`config.mk`:
```
export PLATFORM = sky130hd
export DESIGN_NAME = serial_subtractor
export DESIGN_NICKNAME = d
export VERILOG_FILES = /design/src/rtl/serial_subtractor.sv
export SDC_FILE = /design/constraint.sdc
export NUM_CORES = 1
export LEC_CHECK = 0
export ABC_AREA = 1
export BUFFER_PORTS_ARGS = -buffer_cell sky130_fd_sc_hd__buf_2
export CAP_MARGIN = 30
export CORE_MARGIN = 2
export CORE_UTILIZATION = 45
export DETAILED_ROUTE_END_ITERATION = 6
export PLACE_DENSITY_LB_ADDON = 0.15
export REMOVE_ABC_BUFFERS = 1
export SLEW_MARGIN = 30
export SYNTH_ARGS = -nofsm -noshare
export SYNTH_HDL_FRONTEND = slang
export SYNTH_SLANG_ARGS = --single-unit
```
`constraint.sdc`:
```
create_clock -name clk -period 1.2 [get_ports clk]
set_input_delay 0.24 -clock clk [delete_from_list [all_inputs] [get_ports clk]]
set_output_delay 0.24 -clock clk [all_outputs]
set_load 0.03 [all_outputs]
```
`src/rtl/serial_subtractor.sv`:
```
// Bit-serial subtractor: diff = a - b - b_in, LSB first, one bit per clock.
// Optional signed-overflow output enabled by defining SERIAL_SUB_OVF_EN.
module full_sub (
    input  logic x,
    input  logic y,
    input  logic bin,
    output logic d,
    output logic bout
);
    assign d    = x ^ y ^ bin;
    assign bout = (~x & y) | (~(x ^ y) & bin);
endmodule

module serial_subtractor #(
    parameter int WIDTH = 8
) (
    input  logic             clk,
    input  logic             rst,
    input  logic             start,
    input  logic [WIDTH-1:0] a,
    input  logic [WIDTH-1:0] b,
    input  logic             b_in,
    output logic             busy,
    output logic             done,
    output logic [WIDTH-1:0] diff,
`ifdef SERIAL_SUB_OVF_EN
    output logic             ovf,
`endif
    output logic             b_out
);
    localparam int CW = $clog2(WIDTH);

    typedef enum logic [1:0] {IDLE, SHIFT, DONE} state_t;

    state_t           state, state_next;
    logic             load, step, last;
    logic [WIDTH-1:0] a_sr, b_sr, res_sr;
    logic             br, d_bit, br_next;
    logic [CW-1:0]    cnt;

    full_sub u_cell (
        .x   (a_sr[0]),
        .y   (b_sr[0]),
        .bin (br),
        .d   (d_bit),
        .bout(br_next)
    );

    assign last = (cnt == CW'(WIDTH - 1));
    assign busy = (state == SHIFT);
    assign done = (state == DONE);

    always_ff @(posedge clk or posedge rst) begin
        if (rst) state <= IDLE;
        else     state <= state_next;
    end

    always_comb begin
        state_next = state;
        load       = 1'b0;
        step       = 1'b0;
        case (state)
            IDLE: if (start) begin
                load       = 1'b1;
                state_next = SHIFT;
            end
            SHIFT: begin
                step = 1'b1;
                if (last) state_next = DONE;
            end
            DONE: begin
                // back-to-back: a start seen while done is high reloads directly
                if (start) begin
                    load       = 1'b1;
                    state_next = SHIFT;
                end else begin
                    state_next = IDLE;
                end
            end
            default: state_next = IDLE;
        endcase
    end

    always_ff @(posedge clk or posedge rst) begin
        if (rst) begin
            a_sr   <= '0;
            b_sr   <= '0;
            res_sr <= '0;
            br     <= 1'b0;
            cnt    <= '0;
            diff   <= '0;
            b_out  <= 1'b0;
        end else if (load) begin
            a_sr <= a;
            b_sr <= b;
            br   <= b_in;
            cnt  <= '0;
        end else if (step) begin
            a_sr   <= a_sr >> 1;
            b_sr   <= b_sr >> 1;
            res_sr <= {d_bit, res_sr[WIDTH-1:1]};
            br     <= br_next;
            if (last) begin
                diff  <= {d_bit, res_sr[WIDTH-1:1]};
                b_out <= br_next;
            end else begin
                cnt <= cnt + 1'b1;
            end
        end
    end

`ifdef SERIAL_SUB_OVF_EN
    // operand sign bits are shifted out, so keep a copy for the overflow term
    logic a_msb, b_msb;

    always_ff @(posedge clk or posedge rst) begin
        if (rst) begin
            a_msb <= 1'b0;
            b_msb <= 1'b0;
            ovf   <= 1'b0;
        end else if (load) begin
            a_msb <= a[WIDTH-1];
            b_msb <= b[WIDTH-1];
        end else if (step && last) begin
            ovf <= (a_msb ^ b_msb) & (a_msb ^ d_bit);
        end
    end
`endif
endmodule

```
==> reports/summary.txt <==
status - complete, but fails checks
violated checks - hold timing, setup timing
clock tree buffer depth - 2
Lkg Pwr - 1.323 nW
Hold WS - -0.009631 ns
post-DR vias/cell - 4.608
TritonCTS buffer count - 5
Synth area leaders - dfrtp_1, nand2_1, inv_1
dominant cell type by area after synthesis - dfrtp_1
clk_skew - 0.008529 ns
share of post-route cells with drive strength above 1 - 31.00%
worst skew pair latency - 0.29 ns
CTS tree - done
VDD IR-drop max - 1.216 mV
number of routed nets with antenna violations - 0
final hold violation count - 7
via count - 1470
Pins Over Slew Limit - 0
final std cells w/o fill - 319
CP endpoint kind - primary output
PnR worst setup slack - -0.09637 ns
DP Area - 2047 sq um
total negative slack - -0.2645 ns
Worst EP arrival - 1.06 ns
reg2reg path depth - 8
Tcrit/Tclk final - 108.0%
CP startpoint kind - register
Cell Pwr Density - 2640 nW/um^2
Hold Path Class - in -> async
Rel. slew slack - 86.21%
count of final setup violators - 11
Synth warnings - 0
PortBufs - 30
largest net degree at the start of global routing - 39
fillcell total - 323
area of the die - 4390 sq um
#FFs+latches synth - 38
die height - 66.26 um
Seq/Total Area, Yosys - 54.52%
Worst-path clk slew - 0.08 ns
Die Span X - 66.26 um
Yosys cell types - 17
clock net sink count - 38
antenna violations before repair - 0
post-place setup slack - -0.05646 ns
nets - 293
top cell type's share of synthesized area - 54.52%
WS Path Type - reg -> out
minimum clock period - 1.296 ns
Power Total - 6.196 mW
Layout Utilization - 63.64%
CTS Hold Buffers Added - 0
global-route wire length before repair - 6334 um
CTS H-tree depth - 2
Routed WL - 3462 um
Final HPWL DP - 2272 um
fmax - 771.4 MHz
Max-cap violations - 0
Worst EP required - 0.96 ns
GPL Wtd Cong - 0.7877
Post-Synthesis Cells - 219
Pre-Repair DR Iteration Count - 4
placed cells - 302
ANT cells - 0
synthesized area - 1744 sq um
Remaining Overflow, GRT - 0
Max FO, Critical Path - 3
design area - 2347 sq um
Syn Area/Cell - 7.964 sq um
Starting Density - 47.29%
all-layer global routing usage - 19.15%
Area Overhead vs Synth - 34.58%
clock root buffer - clkbuf_8
DR WL/cell - 10.85 um
number of global-route vias before repair - 1491
RSZ-0062 raised after global routing - yes
I/O pins - 31
1st-iter DRT viols - 48
Slew @ Worst Pin - 0.2068 ns
row count - 22
DRC - 0
Core Area - 3689 sq um
## layout make-up
type	instances	area (sq um)	share of cell area (%)
multi-input cells	135	693.2	29.53
flip-flops and latches	38	950.9	40.51
clock buffers	5	68.82	2.932
repair buffers	52	384.1	16.36
inverters	38	150.1	6.397
well taps	48	60.06	2.559
clock inverters	3	40.04	1.706
## sequential cells by signal, indices dropped and copies added (netlist names)
register	cells
br	1
b_sr	8
res_sr	7
a_sr	8
b_out	1
cnt	3
diff	8
state	2
## worst max-delay path, cell delays in order, from the launching register on
cell,delay (ns)
dfrtp_1,0.42
buf_6,0.14
nor2_4,0.08
buf_6,0.13
## layer usage
| metal | vias up | global-route usage, % | part of all wire (%) |
|---|---|---|---|
| li1 | 766 | - | - |
| met1 | 662 | 22.25 | 45 |
| met2 | 34 | 32.75 | 49 |
| met3 | 8 | 5.451 | 4.5 |
| met4 | 0 | 8.163 | 2.0 |
| met5 | - | 0 | 0 |
## synthesized netlist by cell type
cell,count
o21ai_0,7
inv_4,1
nand2_2,2
nand4_1,1
clkbuf_1,3
fa_1,1
nand3_1,25
nor2_4,1
nand2_1,86
nor2_1,2
inv_2,1
buf_6,1
ha_1,2
o21ai_1,8
inv_1,36
dfrtp_1,38
buf_2,4
## path summary, 6_finish.rpt
path                            startpoint         to  slack (ns)
worst max-delay path              state[0]       done        -0.1
worst min-delay path                   rst  res_sr[4]       -0.01
worst max register to register    state[0]    b_sr[4]       -0.02
worst min register to register     b_sr[7]    b_sr[7]        0.47
max in group asynchronous              rst    diff[5]        1.01
min in group clk                      b[7]    b_sr[7]        0.15
## power breakdown
group	internal, mW	switching, mW	total (mW)
registers	1.86	0.316	2.18
clock network	0.612	0.443	1.05
logic	1.25	1.71	2.96
## what timing repair did
action,in CTS,in global routing
gates cloned,0,1
buffers inserted,5,3
endpoints found under the setup margin,14,38
pin swaps,2,3
resized for setup,19,23
## cell usage in the layout, fill, tap and decap left out
master / Yosys / layout
ha_4: 0 / 1
nand2_2: 2 / 4
inv_2: 1 / 4
bufinv_16: 0 / 1
nand3_1: 25 / 22
ha_2: 0 / 1
clkbuf_8: 0 / 5
o21ai_0: 7 / 2
clkinv_2: 0 / 2
nor2_4: 1 / 3
nand3_2: 0 / 2
nand3_4: 0 / 1
inv_6: 0 / 1
dfrtp_1: 38 / 38
inv_1: 36 / 32
fa_1: 1 / 1
o21ai_1: 8 / 9
o21ai_2: 0 / 4
buf_2: 4 / 28
inv_4: 1 / 1
buf_4: 0 / 14
buf_12: 0 / 3
nand4_1: 1 / 1
buf_6: 1 / 7
nand2_4: 0 / 2
nand2_1: 86 / 82
## cells by family after synthesis
family	count (synthesis)	synth area share, %
AOI/OAI and AO/OA	15	4.304
adders and majority gates	3	2.582
buffers and inverters	46	10.76
DFF	38	54.52
and+or+nand+nor	117	27.83
No activity file was read; power rests on OpenSTA's default activity.
